$ cat src/rtl/mips_ctrl_pkg.sv
// Shared types and encodings for the multicycle MIPS main control FSM.
// The state enum fixes the 4-bit debug encoding; codes 14 and 15 are illegal.
package mips_ctrl_pkg;

  typedef enum logic [3:0] {
    S_RESET     = 4'd0,
    S_FETCH     = 4'd1,
    S_DECODE    = 4'd2,
    S_R_EXEC    = 4'd3,
    S_R_WB      = 4'd4,
    S_MEM_ADDR  = 4'd5,
    S_MEM_READ  = 4'd6,
    S_MEM_WB    = 4'd7,
    S_MEM_WRITE = 4'd8,
    S_BRANCH    = 4'd9,
    S_JUMP      = 4'd10,
    S_ADDI_EXEC = 4'd11,
    S_ADDI_WB   = 4'd12,
    S_HALT      = 4'd13
  } state_t;

  localparam logic [5:0] OP_RTYPE = 6'h00;
  localparam logic [5:0] OP_LW    = 6'h23;
  localparam logic [5:0] OP_SW    = 6'h2b;
  localparam logic [5:0] OP_BEQ   = 6'h04;
  localparam logic [5:0] OP_BNE   = 6'h05;
  localparam logic [5:0] OP_J     = 6'h02;
  localparam logic [5:0] OP_ADDI  = 6'h08;

  localparam logic [2:0] ALUOP_ADD   = 3'b000;
  localparam logic [2:0] ALUOP_SUB   = 3'b001;
  localparam logic [2:0] ALUOP_FUNCT = 3'b010;

  localparam logic [1:0] ALUSRCB_RT      = 2'b00;
  localparam logic [1:0] ALUSRCB_FOUR    = 2'b01;
  localparam logic [1:0] ALUSRCB_IMM     = 2'b10;
  localparam logic [1:0] ALUSRCB_IMM_SH2 = 2'b11;

  localparam logic [1:0] PCSRC_ALU    = 2'b00;
  localparam logic [1:0] PCSRC_ALUOUT = 2'b01;
  localparam logic [1:0] PCSRC_JUMP   = 2'b10;

  // Width of the memory wait counter; never narrower than one bit.
  function automatic int wait_cnt_w(input int mem_wait);
    return (mem_wait < 1) ? 1 : $clog2(mem_wait + 1);
  endfunction

endpackage

$ cat src/rtl/mips_control_fsm.sv
// Main control FSM of the multicycle MIPS CPU: sequences fetch through writeback
// and drives every datapath select and write enable as Moore outputs.
module mips_control_fsm
  import mips_ctrl_pkg::*;
#(
  parameter int MEM_WAIT = 1
) (
  input  logic       clk,
  input  logic       reset_n,
  input  logic [5:0] Opcode,
  input  logic [5:0] Funct,
  input  logic       Zero,
  input  logic       Break,
  output logic       PCWrite,
  output logic       IorD,
  output logic       MemRead,
  output logic       MemWrite,
  output logic       IRWrite,
  output logic       MemtoReg,
  output logic       RegWrite,
  output logic       RegDst,
  output logic       ALUSrcA,
  output logic [1:0] ALUSrcB,
  output logic [2:0] ALUOp,
  output logic [1:0] PCSource,
  output logic       Halted,
  output logic [3:0] State
);

  localparam int WCW = wait_cnt_w(MEM_WAIT);
  localparam logic [WCW-1:0] WAIT_LAST = WCW'(MEM_WAIT);

  state_t         state_q, state_d;
  logic [WCW-1:0] wait_cnt, wait_d;
  logic           mem_done;

  // Funct is decoded downstream; Break already carries the only bit of it we need.
  logic unused_funct;
  assign unused_funct = ^Funct;

  assign mem_done = (wait_cnt == WAIT_LAST);
  assign State    = state_q;

  always_ff @(posedge clk or negedge reset_n) begin
    if (!reset_n) begin
      state_q  <= S_RESET;
      wait_cnt <= '0;
    end else begin
      state_q  <= state_d;
      wait_cnt <= wait_d;
    end
  end

  // Next state and memory wait counter; the counter only runs in FETCH and MEM_READ.
  always_comb begin
    state_d = state_q;
    wait_d  = '0;
    case (state_q)
      S_RESET: state_d = S_FETCH;
      S_FETCH: begin
        if (mem_done) state_d = S_DECODE;
        else          wait_d  = wait_cnt + WCW'(1);
      end
      S_DECODE: begin
        case (Opcode)
          OP_RTYPE:     state_d = Break ? S_HALT : S_R_EXEC;
          OP_LW, OP_SW: state_d = S_MEM_ADDR;
          OP_BEQ, OP_BNE: state_d = S_BRANCH;
          OP_J:         state_d = S_JUMP;
          OP_ADDI:      state_d = S_ADDI_EXEC;
          default:      state_d = S_FETCH;
        endcase
      end
      S_R_EXEC:    state_d = S_R_WB;
      S_R_WB:      state_d = S_FETCH;
      S_MEM_ADDR:  state_d = (Opcode == OP_LW) ? S_MEM_READ : S_MEM_WRITE;
      S_MEM_READ: begin
        if (mem_done) state_d = S_MEM_WB;
        else          wait_d  = wait_cnt + WCW'(1);
      end
      S_MEM_WB:    state_d = S_FETCH;
      S_MEM_WRITE: state_d = S_FETCH;
      S_BRANCH:    state_d = S_FETCH;
      S_JUMP:      state_d = S_FETCH;
      S_ADDI_EXEC: state_d = S_ADDI_WB;
      S_ADDI_WB:   state_d = S_FETCH;
      S_HALT:      state_d = S_HALT;
      default:     state_d = S_FETCH;
    endcase
  end

  // Output decode; PCWrite in BRANCH is the only term that looks at an input.
  always_comb begin
    PCWrite  = 1'b0;
    IorD     = 1'b0;
    MemRead  = 1'b0;
    MemWrite = 1'b0;
    IRWrite  = 1'b0;
    MemtoReg = 1'b0;
    RegWrite = 1'b0;
    RegDst   = 1'b0;
    ALUSrcA  = 1'b0;
    ALUSrcB  = ALUSRCB_RT;
    ALUOp    = ALUOP_ADD;
    PCSource = PCSRC_ALU;
    Halted   = 1'b0;
    case (state_q)
      S_FETCH: begin
        MemRead  = 1'b1;
        ALUSrcB  = ALUSRCB_FOUR;
        ALUOp    = ALUOP_ADD;
        PCSource = PCSRC_ALU;
        if (mem_done) begin
          IRWrite = 1'b1;
          PCWrite = 1'b1;
        end
      end
      S_DECODE: begin
        ALUSrcB = ALUSRCB_IMM_SH2;
        ALUOp   = ALUOP_ADD;
      end
      S_R_EXEC: begin
        ALUSrcA = 1'b1;
        ALUSrcB = ALUSRCB_RT;
        ALUOp   = ALUOP_FUNCT;
      end
      S_R_WB: begin
        RegDst   = 1'b1;
        RegWrite = 1'b1;
      end
      S_MEM_ADDR, S_ADDI_EXEC: begin
        ALUSrcA = 1'b1;
        ALUSrcB = ALUSRCB_IMM;
        ALUOp   = ALUOP_ADD;
      end
      S_MEM_READ: begin
        IorD    = 1'b1;
        MemRead = 1'b1;
      end
      S_MEM_WB: begin
        MemtoReg = 1'b1;
        RegWrite = 1'b1;
      end
      S_MEM_WRITE: begin
        IorD     = 1'b1;
        MemWrite = 1'b1;
      end
      S_BRANCH: begin
        ALUSrcA  = 1'b1;
        ALUSrcB  = ALUSRCB_RT;
        ALUOp    = ALUOP_SUB;
        PCSource = PCSRC_ALUOUT;
        PCWrite  = (Opcode == OP_BNE) ? !Zero : Zero;
      end
      S_JUMP: begin
        PCSource = PCSRC_JUMP;
        PCWrite  = 1'b1;
      end
      S_ADDI_WB: RegWrite = 1'b1;
      S_HALT:    Halted   = 1'b1;
      default: ;
    endcase
  end

endmodule

$ cat config.mk
export PLATFORM = sky130hd
export DESIGN_NAME = mips_control_fsm
export DESIGN_NICKNAME = d
export VERILOG_FILES = /design/src/rtl/mips_ctrl_pkg.sv /design/src/rtl/mips_control_fsm.sv
export SDC_FILE = /design/constraint.sdc
export NUM_CORES = 1
export LEC_CHECK = 0
export ABC_AREA = 1
export ABC_CLOCK_PERIOD_IN_PS = 2300
export BUFFER_PORTS_ARGS = -buffer_cell sky130_fd_sc_hd__buf_2
export CAP_MARGIN = 20
export CORE_MARGIN = 2
export CORE_UTILIZATION = 44
export CTS_CLUSTER_DIAMETER = 120
export CTS_CLUSTER_SIZE = 14
export DETAILED_ROUTE_END_ITERATION = 8
export PLACE_DENSITY = 0.83
export SLEW_MARGIN = 40
export SYNTH_ARGS = -nofsm -noshare
export SYNTH_HDL_FRONTEND = slang
export SYNTH_SLANG_ARGS = --single-unit
$ cat constraint.sdc
create_clock -name clk -period 2.3 [get_ports clk]
set_clock_uncertainty 0.15 [all_clocks]
set_input_delay 0.46 -clock clk [delete_from_list [all_inputs] [get_ports clk]]
set_output_delay 0.46 -clock clk [all_outputs]
set_load 0.005 [all_outputs]
# Word-level counts from Yosys, hierarchy flattened
# Cells that the tools add are included.
op_classes:
  eq_ne: 21
  n_addsub: 1
  reduce_logical: 10
  n_mux: 23
ops:
  columns: ["operator", "count"]
  rows:
  - ["$pmux 4 s7", 1]
  - ["$eq 4x4->1 const B", 6]
  - ["$pmux 4 s5", 1]
  - ["$eq 4x3->1 const B", 4]
  - ["$mux 4", 4]
  - ["$mux 1", 13]
  - ["$eq 6x3->1 const B", 2]
  - ["$eq 6x6->1 const B", 2]
  - ["$reduce_or 2->1", 5]
  - ["$eq 4x2->1 const B", 2]
  - ["$pmux 2 s2", 2]
  - ["$eq 6x2->1 const B", 1]
  - ["$eq 6x4->1 const B", 1]
  - ["$logic_not 6->1", 1]
  - ["$pmux 2 s3", 1]
  - ["$eq 4x1->1 const B", 1]
  - ["$ne 2x2->1 const B", 2]
  - ["$reduce_or 4->1", 1]
  - ["$pmux 1 s3", 1]
  - ["$reduce_or 3->1", 1]
  - ["$reduce_and 2->1", 1]
  - ["$add 1x1->1 const B", 1]
  - ["$logic_not 1->1", 1]
totals:
  output_inout_bits: 21
  input_bits: 16
  wordCells: 57
  ff_bits: 5

# Depth between registers and ports, before layout
# Gate-level depths: netlist of the first run.
depth:
  depth_word: 4
  ltp_mapped: 9

# Worst setup path after synthesis of the first run
# Ideal clock, no wire load.
synth_path:
  path_type: "input to output"
  start: "input port Opcode[5]"
  end: "output port PCWrite"
  n_path_buf: 0
  path_stages: 6
  t_required_ps: 1690
  arrival_time_ps: 1035
  slack_ps: 655
  path_cell_list: "nor2_1 -> nand4_1 -> nor2_1 -> nand2_1 -> nand3_1 -> nand3b_1"
synth_via:
  elab_chain_len: 3
synth_rtl:
  columns: ["element", "line_no", "rtl"]
  rows:
  - ["start: declaration", "mips_control_fsm.sv:10", "input logic [5:0] Opcode,"]
  - ["$eq 6x3->1", "mips_control_fsm.sv:153", "PCWrite = (Opcode == OP_BNE) ? !Zero : Zero;"]
  - ["$mux 1", "mips_control_fsm.sv:153", null]
  - ["$pmux 1 s3", "mips_control_fsm.sv:107", "case (state_q)"]
  - ["end: declaration", "mips_control_fsm.sv:14", "output logic PCWrite,"]
# No other way between the ends.

# Final worst setup path of the first run
# Same ends and word-level chain as after synthesis.

==> results of run 1 <==
-- registers in the layout (all words and copies together) (netlist names) --
name / count
State: 4
mem_done: 1
-- kinds of logic after synthesis --
group | count (synthesis) | synth area share (%)
simple gates | 64 | 53.0
flops | 5 | 21.7
other cells | 1 | 0.652
compound gates | 10 | 9.56
buf+inv | 21 | 15.0
-- area by class of cell --
cell class	instances	area [um2]	share of cell area [%]
multi-input combinational	75	364	47.9
timing repair buffer	30	155	20.4
sequential	5	125	16.4
inverter	19	71.3	9.37
clock buffer	4	26.3	3.45
tap	15	18.8	2.47
-- per-stage QoR --
stage	power, mW	utilization, %	hold slack [ns]	worst slack [ns]	cells
after floorplan	0.494	-	0.0144	0.655	101
after global placement	0.659	57.8	0.124	0.328	143
after detailed placement	0.670	57.8	0.124	0.279	143
after CTS	0.780	60.7	0.378	0.272	148
after global routing	0.849	60.7	0.402	0.195	148
final	0.772	60.7	0.370	0.277	148
-- metal layers --
layer | share of wire, % | vias up | wire (um) | track usage [%]
li1 | - | 380 | - | -
met1 | 44 | 321 | 625 | 21.5
met2 | 51 | 19 | 723 | 34.7
met3 | 4.3 | 2 | 62 | 6.67
met4 | 1.2 | 0 | 17 | 4.31
met5 | 0 | - | 0 | 0
-- synthesized netlist by cell type --
library cell	number	area, um2
nand4_1	4	25.0
nand2_1	24	90.1
nand2_2	2	12.5
o21ai_1	1	5.00
inv_2	5	18.8
nand3_1	6	30.0
nand3b_1	1	7.51
nor2_2	4	25.0
nand2_4	2	22.5
conb_1	1	3.75
nand3_2	1	10.0
o21bai_1	1	7.51
inv_1	14	52.6
a31oi_1	1	6.26
a21oi_1	3	15.0
dfrtp_1	5	125
o21ai_0	3	15.0
nor2_4	1	11.3
nor2_1	19	71.3
o22ai_1	1	6.26
buf_4	2	15.0
-- power by group --
group | switching, mW | internal (mW) | total [mW] | leakage (nW)
registers | 0.0483 | 0.125 | 0.173 | 0.0637
clock network | 0.0356 | 0.0656 | 0.101 | 0.0150
logic | 0.301 | 0.197 | 0.498 | 0.400
total | 0.385 | 0.387 | 0.772 | 0.478
-- worst max-delay path: stages --
cell	delay (ns)
buf_2	0.12
nor2_1	0.18
nand4_1	0.18
nor2_1	0.14
nand2_1	0.06
nand3_1	0.08
nand3b_1	0.07
buf_2	0.12
-- worst paths after layout --
kind	slack (ns)	to	from
max in group asynchronous	1.45	mem_done	reset_n
worst max-delay path	0.28	PCWrite	Opcode[5]
worst min register to register	0.37	State[1]	mem_done
worst min-delay path	0.37	State[1]	mem_done
worst max register to register	0.97	State[0]	State[0]
min in group asynchronous	0.42	State[0]	reset_n
-- what timing repair did --
item / 4_1_cts / 5_1_grt
hold endpoints to repair: 5 / 0
hold buffers: 1 / 0
buffers inserted: 0 / 0
==> results.md, run 1 <==
* Routed via count at 722
* Most frequent standard cell in the layout excluding fill and tap cells: buf_2
* Detailed-route wire length at ~1400 um
* Number of buffer cells added on primary ports at 29
* Worst hold path type: reg -> reg
* Residual DRC count at 0
* Via count of the first global-routing pass at just under 600
* Post-synthesis cell area at 576 um2
* Hold depth at 3
* Sort of element at the start of the critical path: input port
* Row count at 13
* Type of the worst setup path: in -> out
* Weighted congestion at the end of routability-driven global placement at between 0.8 and 0.9
* Gate Count Post-Synth at about 100
* Wire length of the first global-routing pass at between 2000 and 2500 um
* Post-Syn Nets at 117
* Area of the placeable core at around 0.0013 mm2
* Post-detailed-placement cell area at between 700 and 800 um2
* ANT nets after route at 0
* H-Tree Level Count at 1
* Insertion delay of the later-clocked pin in the worst-skew pair at 0.24 ns
* Maximum capacitance violations at 0
* Period utilization at between 80% and 90%
* Static leakage power at about 0.48 nW
* # fillers at 126
* Post-synthesis average cell area at about 5.7 um2
* Worst VDD drop at roughly 0.58 mV
* Num CTS Buffers at 3
* Post-route standard cell area excluding fillers at approximately 760 um2
* Upper clock frequency limit at just under 500 MHz
* Unique cell type count in the Yosys netlist at 21
* P per Cell Area at 1020 mW/mm2
* Via density per instance at 4.88
* Setup repair after global routing missed its margin: false
* Period minus WS final at just over 2 ns
* Highest fanout seen on the critical path at 4
* Setup TNS after final layout at 0 ns
* Routed length per placed instance at 9.65 um
* Number of gates resized after CTS at 0
* Max-slew violation count at 0
* Antenna Diode Count at 0
* Initial antenna violation count at 0
* Clk slew on worst S/H paths at approximately 0.040 ns
* Commonest non-fill, non-tap cells in the layout: buf_2, nand2_1, nor2_1
* Area enclosed by the die boundary at ~0.0016 mm2
* Effective utilization at floorplan at between 40% and 50%
* Area growth syn-to-layout at 32.2%
* Sequential area share after synthesis at between 20 and 25%
* Clock tree from TritonCTS: built
* Detailed Route Iter0 Violations at 8
* R2R cell count at 5
* Share of post-route cells with drive strength above 1 at 35.3%
* Cell at the root of the clock tree: clkbuf_4
* DR pass1 iterations at 4
* Number of I/O pins at 37
* NumNets Final at 150
* All-layer global routing usage at roughly a fifth
* Total global routing overflow at 0
* DP Wirelength at roughly 1200 um
* Yosys synthesis warning count at 0
* CP Data Required Time at around 1.7 ns
* Die extent in x at 40.2 um
* Final Hold Viols at 0
* Flip-flop and latch count after synthesis at 5
* Result of the run: finished clean
* Sinks on Clock Net at 5
* Die Height at 40.2 um
* Clk buf depth at 2
* # setup viols final at 0
* CP Data Arrival Time at around 1.4 ns
* Largest net degree at the start of global routing at 7
* Critical path capture point type: output port
No activity file was read; power rests on OpenSTA's default activity.
==> run 2, diff against run 1 <==
--- a/config.mk
+++ b/config.mk
@@ -5,17 +5,15 @@
 export SDC_FILE = /design/constraint.sdc
 export NUM_CORES = 1
 export LEC_CHECK = 0
-export ABC_AREA = 1
 export ABC_CLOCK_PERIOD_IN_PS = 2300
 export BUFFER_PORTS_ARGS = -buffer_cell sky130_fd_sc_hd__buf_2
 export CAP_MARGIN = 20
 export CORE_MARGIN = 2
-export CORE_UTILIZATION = 44
+export CORE_UTILIZATION = 30
 export CTS_CLUSTER_DIAMETER = 120
 export CTS_CLUSTER_SIZE = 14
 export DETAILED_ROUTE_END_ITERATION = 8
-export PLACE_DENSITY = 0.83
-export SLEW_MARGIN = 40
+export SLEW_MARGIN = 20
 export SYNTH_ARGS = -nofsm -noshare
 export SYNTH_HDL_FRONTEND = slang
 export SYNTH_SLANG_ARGS = --single-unit
==> run 2 against run 1 <==
  * Via count up 9.0%
  * First-iteration DRC count rose to 2.5 times the previous value
  * Global-route usage shrank 5.0 points
  * Register-to-register slack got worse by 0.39 ns
  * Sequential cell count stayed put
  * Cell area increased by 12%
  * Clock-buffer cell count is the same
  * Worst setup slack lost 0.13 ns
  * Total power grew 18%
  * Critical path type is now reg -> out
  * Critical endpoint is now IorD
==> results.md, run 2 <==
* Effective utilization at floorplan at 32.6% (was 46.0%)
* Commonest cells in the netlist: nor2_1, a21oi_1, nor3_1, dfrtp_1 (was nand2_1, nor2_1, inv_1, nand3_1)
* Clock tree from TritonCTS: built (unchanged)
* Highest fanout seen on the critical path at 15 (was 4)
* Share of post-route cells with drive strength above 1 at 38.1% (was 35.3%)
* Result of the run: finished clean (unchanged)
* Measured slew at the worst slew-check pin at ~0.51 ns
* Reg2reg start: State[3] (was State[0])
* Routed length per placed instance at 12.6 um (was 9.65 um)
* R2R cell count at 3 (was 5)
* # fillers at 214 (was 126)
* Die extent in x at 50.7 um (was 40.2 um)
* Via density per instance at 5.43 (was 4.88)
* Endpoint of the worst-slack reg-to-reg timing path: State[2] (was State[0])
* Wire length of the first global-routing pass at 2810 um (was 2100 um)
* Switching Fraction at 47.5% (was 49.9%)
* Gate Count Post-Synth at 90 (was 101)
* Gate power share at 62.0% (was 64.5%)
* Upper clock frequency limit at 465 MHz (was 494 MHz)
* Hold depth at 1 (was 3)
* Main synth FF type: dfrtp_1 (unchanged)
* Leading cell type by number of instances after synthesis: nor2_1 (was nand2_1)
* Clk pwr share at 10.7% (was 13.1%)
* Internal power at 0.480 mW (was 0.387 mW)
* Start point of the worst min-delay path: mem_done (unchanged)
* DR pass1 iterations at 5 (was 4)
* Worst hold path type: reg -> reg (unchanged)
* Area growth syn-to-layout at 30.1% (was 32.2%)
* Maximum capacitance violations at 0 (unchanged)
* Weighted congestion at the end of routability-driven global placement at 0.739 (was 0.810)
* Flip-flop and latch count after synthesis at 5 (unchanged)
* Commonest non-fill, non-tap cells in the layout: buf_2, nor2_1, a21oi_1, nor3_1 (was buf_2, nand2_1, nor2_1)
* Critical path capture point type: output port (unchanged)
* # setup viols final at 0 (unchanged)
* Area enclosed by the die boundary at 0.00257 mm2 (was 0.00161 mm2)
* Initial antenna violation count at 0 (unchanged)
* Period minus WS final at 2.15 ns (was 2.02 ns)
* Residual DRC count at 0 (unchanged)
* CP Data Arrival Time at 1.54 ns (was 1.41 ns)
* Num CTS Buffers at 3 (unchanged)
* Async set-or-reset flop fraction in the synthesized netlist at 100% (unchanged)
* Static leakage power at 0.418 nW (was 0.478 nW)
* Number of I/O pins at 37 (unchanged)
* Cell at the root of the clock tree: clkbuf_4 (unchanged)
* Clk buf depth at 2 (unchanged)
* Most frequent standard cell in the layout excluding fill and tap cells: buf_2 (unchanged)
* Routed via count at 787 (was 722)
* Synth top area cells: dfrtp_1, nor2_1, a21oi_1 (was dfrtp_1, nand2_1, nor2_1)
* Number of buffer cells added on primary ports at 29 (unchanged)
* Yosys synthesis warning count at 0 (unchanged)
* Register-to-register setup slack at 0.58 ns (was 0.97 ns)
* Detailed Route Iter0 Violations at 20 (was 8)
* NetSw at 0.434 mW (was 0.385 mW)
* Die Height at 50.7 um (was 40.2 um)
* Largest net degree at the start of global routing at 22 (was 7)
* Detailed-route wire length at 1830 um (was 1430 um)
* P per Cell Area at 1080 mW/mm2 (was 1020 mW/mm2)
* Area of the placeable core at 0.00200 mm2 (was 0.00125 mm2)
* DP Wirelength at 1370 um (was 1180 um)
* Worst VDD drop at 0.505 mV (was 0.580 mV)
* Largest register FFs at 4 (unchanged)
* Unique cell type count in the Yosys netlist at 40 (was 21)
* ANT nets after route at 0 (unchanged)
* End point of the worst hold path: mem_done (was State[1])
* Post-route standard cell area excluding fillers at 850 um2 (was 761 um2)
* Row count at 16 (was 13)
* Clk slew on worst S/H paths at 0.04 ns (about the same)
* # Post-CTS Setup Buffers at 0 (unchanged)
* Insertion delay of the later-clocked pin in the worst-skew pair at 0.23 ns (was 0.24 ns)
* H-Tree Level Count at 1 (unchanged)
* Fraction of power consumed by sequential logic at 27.3% (was 22.4%)
* Post-Syn Nets at 106 (was 117)
* Sequential area share after synthesis at 19.2% (was 21.7%)
* Via count of the first global-routing pass at 652 (was 580)
* Relative slew slack at between 60 and 70%
* Final Hold Viols at 0 (unchanged)
* Top cell type's share of synthesized area at 19.2% (was 21.7%)
* Sort of element at the start of the critical path: register (was input port)
* Antenna Diode Count at 0 (unchanged)
* Setup TNS after final layout at 0 ns (unchanged)
* NumNets Final at 135 (was 150)
* Max-slew violation count at 0 (unchanged)
* Post-synthesis average cell area at 7.26 um2 (was 5.70 um2)
* CP Data Required Time at 1.69 ns (about the same)
* Post-detailed-placement cell area at 810 um2 (was 724 um2)
* Post-synth top area cell: dfrtp_1 (unchanged)
* Post-synthesis cell area at 653 um2 (was 576 um2)
* Sinks on Clock Net at 5 (unchanged)
* All-layer global routing usage at 14.3% (was 19.3%)
* Period utilization at 93.4% (was 88.0%)
* Number of flops mapped to enable cells by yosys at 0 (unchanged)
* Setup repair after global routing missed its margin: false (unchanged)
* Type of the worst setup path: reg -> out (was in -> out)
* Total global routing overflow at 0 (unchanged)
## run 2: cell types whose count changed after synthesis, moves of 3 or more
cell / delta
nor2_2: -4
inv_1: -10
nand3_1: -5
buf_2: +3
nand2_1: -22
nand2b_1: +4
clkbuf_1: +4
nand4_1: -4
inv_2: -5
a21oi_1: +4
nor3_1: +7
nor2_1: -4
## run 2: worst max-delay path by stage
stage | startpoint | end | slack (ns) | cells after the start
floorplan | Opcode[4] | State[0] | 0.52 | 4
global placement | Opcode[4] | State[0] | 0.27 | 5
detailed placement | Opcode[4] | State[0] | 0.25 | 5
CTS | State[2] | IorD | 0.02 | 4
global route | State[3] | IorD | 0.03 | 4
finish | State[3] | IorD | 0.15 | 4
## run 2: stage by stage
| step | total power [mW] | utilization (%) | hold slack, ns | worst slack [ns] | instances |
|---|---|---|---|---|---|
| 2_1_floorplan | 0.582 | - | 0.0144 | 0.519 | 90 |
| 3_3_place_gp | 0.793 | 40.4 | 0.128 | 0.274 | 140 |
| 3_5_place_dp | 0.801 | 40.4 | 0.128 | 0.254 | 140 |
| 4_1_cts | 0.907 | 42.3 | 0.351 | 0.0172 | 145 |
| 5_1_grt | 0.986 | 42.4 | 0.378 | 0.0328 | 145 |
| 6_report | 0.914 | 42.4 | 0.347 | 0.151 | 145 |
## run 2: critical path, stage by stage (launching register included)
cell and delay, ns:
dfrtp_1 0.52, nand2b_1 0.29, mux2_2 0.29, nor2_1 0.09, buf_2 0.12
## run 2: cell families (layout without fill, tap and decap cells)
logic type | after synthesis | after routing | share of synthesized area, %
other | 1 | 1 | 0.574
buffers and inverters | 13 | 41 | 9.19
AND/OR/NAND/NOR | 42 | 42 | 36.4
multiplexers | 2 | 2 | 3.26
XOR/XNOR | 1 | 1 | 1.34
flip-flops | 5 | 5 | 19.2
AO/OA/AOI/OAI | 26 | 26 | 30.1
## run 2: cell type report
cell class / instances / area [um2] / area share [%]
well taps: 27 / 33.8 / 3.98
flip-flops and latches: 5 / 129 / 15.2
clock buffers: 4 / 26.3 / 3.09
repair buffers: 33 / 178 / 20.9
multi-input cells: 72 / 468 / 55.1
inverters: 4 / 15.0 / 1.77
## run 2: per-layer routing
metal  GRT usage, %  vias up  wire length, um
li1               -      385                -
met1           18.2      365              833
met2           24.3       35              868
met3          0.893        2              103
met4           6.76        0               22
met5              0        -                0
## run 2: power groups by stage
stage                     Sequential, mW  Combinational [mW]  Clock (mW)
after floorplan                    0.156               0.426           0
after global placement             0.242               0.551           0
after detailed placement           0.242               0.559           0
after CTS                          0.241               0.563       0.103
after global routing               0.260               0.616       0.110
final                              0.249               0.567      0.0978
## run 2: repair_timing
action	in CTS	in global routing
gates resized for setup	0	3
hold buffers	1	0
endpoints found under the setup margin	0	3
hold endpoints to repair	5	0
